### config.mk
export PLATFORM = sky130hd
export DESIGN_NAME = cache_fill_ctrl
export DESIGN_NICKNAME = d
export VERILOG_FILES = /design/src/rtl/cache_fill_ctrl.sv
export SDC_FILE = /design/constraint.sdc
export NUM_CORES = 1
export LEC_CHECK = 0
export ABC_AREA = 1
export BUFFER_PORTS_ARGS = -buffer_cell sky130_fd_sc_hd__buf_4
export CAP_MARGIN = 30
export CORE_AREA = 4 4 249 251
export CTS_BUF_LIST = sky130_fd_sc_hd__clkbuf_8 sky130_fd_sc_hd__clkbuf_16
export CTS_CLUSTER_DIAMETER = 50
export DETAILED_ROUTE_END_ITERATION = 10
export DIE_AREA = 0 0 253 255
export GPL_TIMING_DRIVEN = 0
export PLACE_DENSITY = 0.51
export SLEW_MARGIN = 20
export SYNTH_ARGS = -nofsm -noshare
export SYNTH_HDL_FRONTEND = slang
export SYNTH_SLANG_ARGS = --single-unit
### constraint.sdc
create_clock -name clock -period 4 [get_ports clock]
set_input_delay 0.6 -clock clock [delete_from_list [all_inputs] [get_ports clock]]
set_output_delay 0.6 -clock clock [all_outputs]
set_load 0.01 [all_outputs]
### src/rtl/cache_fill_ctrl.sv
// Purpose : miss-handling engine; picks a victim, writes it back if valid and dirty, refills, installs, marks it MRU.
// Latency : miss at T -> fill_done at T+3 (clean victim) or T+4 (dirty victim), when mem_ack comes on the first request cycle.
// Backpressure: one miss outstanding; miss_ready only in IDLE; mem_req and its payload are held until mem_ack.
// Ports:
//   clock/reset            : single clock, synchronous active-high reset
//   miss_*                 : incoming miss (set, tag) with ready
//   victim_* / way_*       : victim query to the LRU block and the array contents of the chosen way
//   mem_*                  : memory port (writeback or refill), req held until ack
//   fill_* / update_*      : install strobe to the tag/data arrays and MRU update to the LRU block
module cache_fill_ctrl #(
  parameter int NUM_SET        = 4,
  parameter int WAYS_PER_SET   = 4,
  parameter int TAG_W          = 26,
  parameter int LINE_W         = 128,
  parameter int NUM_SET_W      = $clog2(NUM_SET),
  parameter int WAYS_PER_SET_W = $clog2(WAYS_PER_SET)
) (
  input  logic                      clock,
  input  logic                      reset,
  input  logic                      miss_req,
  input  logic [NUM_SET_W-1:0]      miss_set,
  input  logic [TAG_W-1:0]          miss_tag,
  output logic                      miss_ready,
  output logic                      victim_req,
  output logic [NUM_SET_W-1:0]      victim_set,
  input  logic [WAYS_PER_SET_W-1:0] victim_way,
  input  logic                      way_valid,
  input  logic                      way_dirty,
  input  logic [TAG_W-1:0]          way_tag,
  input  logic [LINE_W-1:0]         way_data,
  output logic                      mem_req,
  output logic                      mem_write,
  output logic [NUM_SET_W-1:0]      mem_set,
  output logic [TAG_W-1:0]          mem_tag,
  output logic [LINE_W-1:0]         mem_wdata,
  input  logic                      mem_ack,
  input  logic [LINE_W-1:0]         mem_rdata,
  output logic                      fill_we,
  output logic [NUM_SET_W-1:0]      fill_set,
  output logic [WAYS_PER_SET_W-1:0] fill_way,
  output logic [TAG_W-1:0]          fill_tag,
  output logic [LINE_W-1:0]         fill_data,
  output logic                      update_req,
  output logic [NUM_SET_W-1:0]      update_set,
  output logic [WAYS_PER_SET_W-1:0] update_way,
  output logic                      fill_done
);

  typedef enum logic [2:0] {
    S_IDLE    = 3'd0,
    S_VICTIM  = 3'd1,
    S_WB      = 3'd2,
    S_REFILL  = 3'd3,
    S_INSTALL = 3'd4
  } state_t;

  state_t state, state_nxt;

  logic [NUM_SET_W-1:0]      set_q;
  logic [TAG_W-1:0]          tag_q;
  logic [WAYS_PER_SET_W-1:0] vway_q;
  logic [TAG_W-1:0]          vtag_q;
  logic [LINE_W-1:0]         vdata_q;
  logic [LINE_W-1:0]         rdata_q;

  // State register plus the miss/victim/refill capture registers.
  // Victim fields are snapshotted in VICTIM so later array writes cannot
  // disturb the writeback payload or the install way.
  always_ff @(posedge clock) begin
    if (reset) begin
      state   <= S_IDLE;
      set_q   <= '0;
      tag_q   <= '0;
      vway_q  <= '0;
      vtag_q  <= '0;
      vdata_q <= '0;
      rdata_q <= '0;
    end else begin
      state <= state_nxt;
      case (state)
        S_IDLE: if (miss_req) begin
          set_q <= miss_set;
          tag_q <= miss_tag;
        end
        S_VICTIM: begin
          vway_q  <= victim_way;
          vtag_q  <= way_tag;
          vdata_q <= way_data;
        end
        S_REFILL: if (mem_ack) rdata_q <= mem_rdata;
        default: ;
      endcase
    end
  end

  // Next-state logic. The writeback decision uses the live way bits in the
  // VICTIM cycle itself; an invalid way never writes back, whatever its dirty bit.
  always_comb begin
    state_nxt = state;
    case (state)
      S_IDLE:    if (miss_req) state_nxt = S_VICTIM;
      S_VICTIM:  state_nxt = (way_valid && way_dirty) ? S_WB : S_REFILL;
      S_WB:      if (mem_ack) state_nxt = S_REFILL;
      S_REFILL:  if (mem_ack) state_nxt = S_INSTALL;
      S_INSTALL: state_nxt = S_IDLE;
      default:   state_nxt = S_IDLE;
    endcase
  end

  // Outputs are decoded from state and registered payloads; every payload
  // is forced to zero whenever its strobe is low.
  always_comb begin
    miss_ready = 1'b0;
    victim_req = 1'b0;
    victim_set = '0;
    mem_req    = 1'b0;
    mem_write  = 1'b0;
    mem_set    = '0;
    mem_tag    = '0;
    mem_wdata  = '0;
    fill_we    = 1'b0;
    fill_set   = '0;
    fill_way   = '0;
    fill_tag   = '0;
    fill_data  = '0;
    update_req = 1'b0;
    update_set = '0;
    update_way = '0;
    fill_done  = 1'b0;
    case (state)
      S_IDLE: miss_ready = 1'b1;
      S_VICTIM: begin
        victim_req = 1'b1;
        victim_set = set_q;
      end
      S_WB: begin
        mem_req   = 1'b1;
        mem_write = 1'b1;
        mem_set   = set_q;
        mem_tag   = vtag_q;
        mem_wdata = vdata_q;
      end
      S_REFILL: begin
        mem_req = 1'b1;
        mem_set = set_q;
        mem_tag = tag_q;
      end
      S_INSTALL: begin
        fill_we    = 1'b1;
        fill_set   = set_q;
        fill_way   = vway_q;
        fill_tag   = tag_q;
        fill_data  = rdata_q;
        update_req = 1'b1;
        update_set = set_q;
        update_way = vway_q;
        fill_done  = 1'b1;
      end
      default: ;
    endcase
  end

endmodule

# ---- After elaboration in Yosys (flattened, before gate mapping)
# Cells that the tools add are included.
dict set report totals {
  word_cells 38
  out_inout_bits 327
  in_bits 318
  register_bits 315
}
dict set report op_classes {
  eq_ne 7
  n_reduce_logical 6
  muxes 18
}
# operator count
set ops {}
lappend ops {{2-to-1 mux 128 bit} 2}
lappend ops {{case mux 26 bit (2 select lines)} 1}
lappend ops {{2-to-1 mux 26 bit} 1}
lappend ops {{case mux 3 bit (4 select lines)} 1}
lappend ops {{2-to-1 mux 3 bit} 3}
lappend ops {{2-to-1 mux 2 bit} 4}
lappend ops {{equality test 3 x 2 -> 1 bit, second input constant} 2}
lappend ops {{2-to-1 mux 1 bit} 6}
lappend ops {{!= test 2 bit, second input constant} 3}
lappend ops {{AND reduction 2 bit} 2}
lappend ops {{equality test 3 x 1 -> 1 bit, second input constant} 1}
lappend ops {{equality test 3 bit, second input constant} 1}
lappend ops {{zero test 3 bit} 1}
lappend ops {{AND reduction 3 bit} 1}
lappend ops {{OR reduction 2 bit} 1}
lappend ops {{logical AND 1 bit} 1}

# ---- Longest topological paths before layout
# Gate-level depths: netlist (run 1).
dict set report logic_depth {
  word_depth 3
  ltp_mapped 8
  mapped_depth_nobuf 8
}

# ---- Worst setup path before layout (run 1)
# OpenSTA, ideal clock, no wires.
dict set report synth_timing {
  path_kind {register to output}
  from {register state[0]}
  to {output port update_set[0]}
  n_path_buf 4
  path_slack_ps 2007
  t_arrival_ps 1393
  required_time_ps 3400
  stages_incl_launch_ff 8
  cell_sequence {dfxtp_1 > buf_2 > nor2_1 > nand2_1 > buf_2 > buf_2 > nor2_1 > buf_4}
}
dict set report synth_via {
  elab_chain_cells 2
}
# item line_no
set synth_lines {}
lappend synth_lines {{start: declaration} 57} ;# state_t state, state_nxt;
lappend synth_lines {{start signal: assignment} 79} ;# state <= state_nxt;
lappend synth_lines {{equality test 3 bit} n/a}
lappend synth_lines {{2-to-1 mux 2 bit} n/a}
lappend synth_lines {{end: declaration} 44} ;# output logic [NUM_SET_W-1:0] update_set,
# Every way passes these cells.

# ---- Worst setup path after layout (run 1)
dict set report layout_timing {
  from {register state[0]}
  to {output port mem_wdata[127]}
}
dict set report layout_via {
  elab_chain_cells 2
}
# item line_no
set layout_lines {}
lappend layout_lines {{equality test 3 x 2 -> 1 bit} 130} ;# case (state)
lappend layout_lines {{2-to-1 mux 128 bit} 130}
lappend layout_lines {{end: declaration} 35} ;# output logic [LINE_W-1:0] mem_wdata,
# Every way passes these cells.

==> results.yml, run 1 <==
outcome:
  status: "finished, final reports clean"
pwr:
  pwr_density_cell_nw_per_um2: 462
  leakage_nw: 8.58
  ir_worst_vdd_uv: 256
  power_frac_comb_pct: 19.7
  clockPowerShare_pct: 40.6
  power.switching_mw: 2.68
  p_sw_share_pct: 29.2
  p_int_mw: 6.51
  seqPwrFrac_pct: 39.6
route:
  vias: 14000
  viasPerCell: 4.31
  postRouteAntennaNets: 0
  first_pass_iters: 7
  wire_per_inst_um: 17.9
  drt_iter0_drc: 704
  drc: 0
  routed_wl_mm: 58.2
final_layout:
  num-fill-cells: 6443
  drive_above_1_share_pct: 32.3
  fin_nets: 2754
  final_common_cell: "buf_4"
  area.growth.synth_to_final_pct: 57.1
  most-common-layout-cells: "buf_4, inv_1, dfxtp_1, a21oi_1, o21ai_0"
grt:
  grt_max_degree: 12
  grt_overflow_total: 0
  antenna_found_initial: 3
  grt_pass1_wl_mm: 83.7
  grt.total_usage_pct: 16.8
  grt_pass1_vias: 14000
timing:
  fin_ws_ns: 0.835
  fin_tns_setup_ns: 0
  finalSetupViolCount: 0
  fmax_mhz: 316
  fin_crit_sh_pct: 79.1
  rsz0062_at_grt: "false"
  finalWorstPathRequiredPeriod_ns: 3.16
  slew_headroom_pct: 40.6
  drv_slew: 0
  finClkSkew_ns: 0.0244
  worstMarginPinSlew_ns: 0.891
  finalHoldViolations: 0
clock_tree:
  cts_resized: 0
  cts_setup_buffers: 0
  tritoncts: "yes"
  clk_pin_slew_ns: 0.05
  cts_hold_buf: 0
  cts_root_buf: "clkbuf_16"
  cts.sinks: 315
  max-clock-path-buffers: 3
  insertion_delay_ns: 0.56
  numCtsBuffers: 43
  htreeDepth: 2
yosys:
  yosysWarnings: 0
  ys_types: 17
  synth_ff_type: "dfxtp_1"
  synth_area_um2: 12700
  netlist_instances: 1747
  synth_edf_count: 0
  postSynthAreaPerCell_um2: 7.25
  ys_seq_elements: 315
  synth_fp_nets: 2065
  synthArstFlopShare_pct: 0
  seq_area_frac_synth_pct: 49.8
worst_setup_path:
  r2r_start: "state[0]$_SDFFE_PP0P_"
  worstPathCellList: "buf_2 -> inv_1 -> nand3_1 -> clkbuf_1 -> buf_2 -> nor2_1 -> buf_4"
  worstReg2RegEnd: "rdata_q[125]$_SDFFE_PP0P_"
  end_kind: "primary output"
  reg2reg_depth: 6
  cp_max_fo: 10
  arrival_ns: 2.56
  start_kind: "flop"
  cpMaxStageDelayCell: "clkbuf_1"
  reg2reg_slack_ns: 1.80
  cpMostUsedCell: "buf_2"
  crit_required_ns: 3.40
  critPathKind: "reg -> out"
  slowest_delay_ns: 0.61
floorplanning:
  ios: 645
  die_h_um: 255
  die-area_um2: 64500
  rows: 90
  core_um2: 59900
  start_util_pct: 21.1
  die_w_um: 253
min_path:
  min_to: "state[2]$_SDFFE_PP0P_"
  hold_path.class: "in -> reg"
  hold_depth: 2
  hp-start: "reset"
placement:
  place_congestion: 0.901
  dp_slack_ns: 1.23
  numPortBuffers: 644
  dp.final_hpwl_mm: 46.6
job:
  cap_violations: 0
layer usage:
metal	vias to the layer above	GRT usage, %	share of wire, %
met1	6509	19.7	40
met5	-	0	0
met4	0	5.03	2.7
met2	537	29.6	49
li1	6916	-	-
met3	85	5.14	8.0
kinds of logic (layout without fill, tap and decap cells):
group,after synthesis,after routing,share of synthesized area [%]
AO/OA/AOI/OAI,650,650,25.9
buffers and inverters,469,1190,14.8
flip-flops,315,315,49.8
other,0,6,0
AND/OR/NAND/NOR,313,313,9.41
layout make-up:
| class | instances | area, µm² | share of cell area, % |
|---|---|---|---|
| well taps | 782 | 978 | 4.92 |
| multi-input cells | 963 | 4480 | 22.5 |
| plain buffers | 145 | 663 | 3.33 |
| repair buffers | 644 | 4830 | 24.3 |
| diodes | 6 | 15.0 | 0.0755 |
| flip-flops and latches | 315 | 6310 | 31.7 |
| clock buffers | 53 | 1210 | 6.10 |
| clock inverters | 24 | 194 | 0.975 |
| inverters | 324 | 1220 | 6.11 |
how the worst max path moves through the flow:
| stage | to | depth (start not counted) | slack (ns) | start |
|---|---|---|---|---|
| floorplan | update_set[0] | 7 | 2.01 | state[0]$_SDFFE_PP0P_ |
| global placement | mem_wdata[127] | 7 | 1.20 | state[0]$_SDFFE_PP0P_ |
| detailed placement | mem_wdata[127] | 7 | 1.23 | state[0]$_SDFFE_PP0P_ |
| CTS | mem_wdata[127] | 7 | 0.63 | state[0]$_SDFFE_PP0P_ |
| global route | mem_wdata[127] | 7 | 0.59 | state[0]$_SDFFE_PP0P_ |
| finish | mem_wdata[127] | 7 | 0.84 | state[0]$_SDFFE_PP0P_ |
through the flow:
stage                     power (mW)  area, µm²  cells  util, %  hold slack (ns)
after floorplan                 4.69      12700   1747        -            0.430
after global placement          5.51      18500   3173     30.8            0.439
after detailed placement        5.54      18500   3173     30.8            0.443
after CTS                       9.33      19900   3250     33.2            0.210
after global routing            9.69      19900   3250     33.2            0.231
final                           9.20      19900   3256     33.2            0.255
synthesized netlist by cell type (6+ instances only):
master    instances  share of area [%]
buf_4             6               0.36
buf_2            77                3.0
inv_1           322                9.5
dfxtp_1         315                 50
buf_1             7               0.21
nor2_1          294                8.7
a21oi_1         312                 12
o22ai_1          26                1.3
o21ai_0         295                 12
nand2_1          11               0.33
o21ai_1          17               0.67
clkbuf_1         55                1.6
flip-flops by register name, summed over array words and instances, names as in the netlist:
signal / cells
rdata_q: 128
vdata_q: 128
tag_q: 26
vtag_q: 26
state: 3
set_q: 2
vway_q: 2
power by group through the flow:
stage | clock, mW | sequential, mW | combinational (mW)
floorplan | 0 | 3.69 | 0.997
global placement | 0 | 3.71 | 1.80
detailed placement | 0 | 3.71 | 1.82
CTS | 3.85 | 3.65 | 1.83
global route | 3.98 | 3.68 | 2.03
finish | 3.74 | 3.65 | 1.81
critical path: cells and delay by family (launching register included):
kind | cells | cell delay, ns
buffers and inverters | 5 | 1.45
flip-flops | 1 | 0.30
AND/OR/NAND/NOR | 2 | 0.27
Note: power is estimated with default switching activity, not from simulation.
==> inputs of run 2 (changes only) <==
--- a/config.mk
+++ b/config.mk
@@ -14,7 +14,7 @@
 export DETAILED_ROUTE_END_ITERATION = 10
 export DIE_AREA = 0 0 253 255
 export GPL_TIMING_DRIVEN = 0
-export PLACE_DENSITY = 0.51
+export PLACE_DENSITY = 0.53
 export SLEW_MARGIN = 20
 export SYNTH_ARGS = -nofsm -noshare
 export SYNTH_HDL_FRONTEND = slang
==> constraint.sdc (replaced) <==
create_clock -name clock -period 2.7 [get_ports clock]
set_input_delay 0.405 -clock clock [delete_from_list [all_inputs] [get_ports clock]]
set_output_delay 0.405 -clock clock [all_outputs]
set_load 0.01 [all_outputs]
==> run 2 against run 1 <==
Flip-flop and latch count unchanged. Design area up 0.51%. Largest cell class unchanged. Non-clock buffer count unchanged. Largest power group unchanged. Critical path type unchanged. Hold slack worse by 0.12 ns. Count of clock-buffer cells in the layout down 5. Critical path depth unchanged. First-iteration DRC count up 6.1%. Routed wire length down 2.6%. Total power up 50%. Global-route usage down 0.41 points. Clock power up 52%.
==> results.yml, run 2 (synthesis gave the netlist of run 1 again) <==
clock_tree:
  tritoncts: "yes"
  htreeDepth: 2
  cts_setup_buffers: 0
  numCtsBuffers: 40
  insertion_delay_ns: 0.54
  clk_pin_slew_ns: 0.06
  cts.sinks: 315
  max-clock-path-buffers: 3
  cts_root_buf: "clkbuf_16"
timing:
  fin_crit_sh_pct: 96.1
  finalWorstPathRequiredPeriod_ns: 2.59
  finalHoldViolations: 0
  worstMarginPinSlew_ns: 0.959
  slew_headroom_pct: 36.0
  fmax_mhz: 385
  finalSetupViolCount: 0
  finClkSkew_ns: 0.0154
  hold_ws_ns: 0.131
  rsz0062_at_grt: "false"
  drv_slew: 0
route:
  postRouteAntennaNets: 0
  viasPerCell: 4.34
  drc: 0
  drt_iter0_drc: 747
  vias: 14100
  first_pass_iters: 6
  wire_per_inst_um: 17.5
  routed_wl_mm: 56.7
placement:
  placed_area_um2: 18500
  placedCellCount: 3173
  dp.final_hpwl_mm: 45.7
  numPortBuffers: 644
  place_congestion: 0.895
grt:
  antenna_found_initial: 1
  grt_overflow_total: 0
  grt_max_degree: 20
  grt.total_usage_pct: 16.4
  grt_pass1_wl_mm: 82.9
  grt_pass1_vias: 14100
pwr:
  power_mw: 13.8
  ir_worst_vdd_uv: 398
  pwr_density_cell_nw_per_um2: 689
  leakage_nw: 8.59
worst_setup_path:
  arrival_ns: 2.19
  crit_required_ns: 2.30
  worstReg2RegEnd: "rdata_q[125]$_SDFFE_PP0P_"
  reg2reg_slack_ns: 0.44
  cp_max_fo: 10
  r2r_start: "state[1]$_SDFFE_PP0P_"
  end_kind: "primary output"
  reg2reg_depth: 5
  critPathKind: "reg -> out"
  start_kind: "flop"
floorplanning:
  core_um2: 59900
  die-area_um2: 64500
  start_util_pct: 21.1
  die_h_um: 255
  die_w_um: 253
  rows: 90
  ios: 645
min_path:
  hold_depth: 3
  hp-start: "way_data[121]"
  hold_path.class: "in -> reg"
  min_to: "vdata_q[121]$_SDFFE_PP0P_"
job:
  cap_violations: 0
final_layout:
  finalInstanceArea_um2: 20000
  num-fill-cells: 6429
  multi_input_area_um2: 4550
  final_common_cell: "buf_4"
  final_util_pct: 33.4
  most-common-layout-cells: "buf_4, inv_1, dfxtp_1, a21oi_1, o21ai_0"
  drive_above_1_share_pct: 33.0
  final_cells: 3247
  regArea_um2: 6310
  largestRegisters: "rdata_q x128, vdata_q x128"
  area.growth.synth_to_final_pct: 57.9
  fin_nets: 2751
outcome:
  status: "finished, final reports clean"
==> run 2: changes by cell type in the layout (fill, tap and decap cells not counted), moves of 4 or more <==
cell and change:
nor2_2 +5, inv_1 -6, bufinv_16 +4, clkbuf_4 +5, nor2_1 -8, diode_2 -5, buf_2 -8
==> run 2: worst max-delay path: stages, from the launching register on <==
cell     delay, ns
dfxtp_1       0.29
buf_2         0.16
nor2_2        0.17
nand2_2       0.17
buf_4         0.26
buf_2         0.22
nor2_1        0.21
buf_4         0.17
==> run 2: area by class of cell <==
type                       instances  share of cell area, %
sequential                       315                   31.5
timing repair buffer             645                   24.2
multi-input combinational        963                   22.7
inverter                         324                   6.08
clock buffer                      48                   5.61
tap                              782                   4.89
buffer                           144                   3.41
clock inverter                    25                   1.51
antenna                            1                 0.0125
==> run 2: worst max path at each step <==
stage,from,endpoint,depth (start not counted)
2_1_floorplan,state[0]$_SDFFE_PP0P_,update_set[0],7
3_3_place_gp,state[0]$_SDFFE_PP0P_,mem_tag[2],7
3_5_place_dp,state[0]$_SDFFE_PP0P_,mem_tag[7],7
4_1_cts,state[0]$_SDFFE_PP0P_,victim_set[1],6
5_1_grt,state[0]$_SDFFE_PP0P_,fill_data[86],7
6_report,state[0]$_SDFFE_PP0P_,fill_tag[10],7
==> run 2: through the flow <==
stage               setup TNS, ns  worst slack [ns]
floorplan                       0             0.902
global placement                0             0.123
detailed placement              0             0.113
CTS                        -0.248           -0.0696
global route                    0           0.00585
finish                          0             0.105
==> run 2: report_power, final <==
part	internal [mW]	switching [mW]	total [mW]	leakage (nW)
clock network	3.55	2.13	5.68	0.716
logic	1.03	1.67	2.70	5.29
registers	5.26	0.147	5.40	2.58
==> run 2: repair_timing <==
| action | CTS | global route |
|---|---|---|
| setup endpoints to repair | 221 | 38 |
| pin swaps | 1 | 0 |
| endpoints found under the hold margin | 2 | 0 |
| hold buffers | 1 | 0 |
| gates resized for setup | 17 | 12 |
==> run 2: metal layers <==
layer	up-vias	share of wire, %	GRT usage [%]	wire length (µm)
li1	6901	-	-	-
met2	505	50	29.2	28200
met3	79	7.8	4.76	4400
met5	-	0.035	0	20
met4	2	2.3	4.41	1330
met1	6593	40	19.3	22700
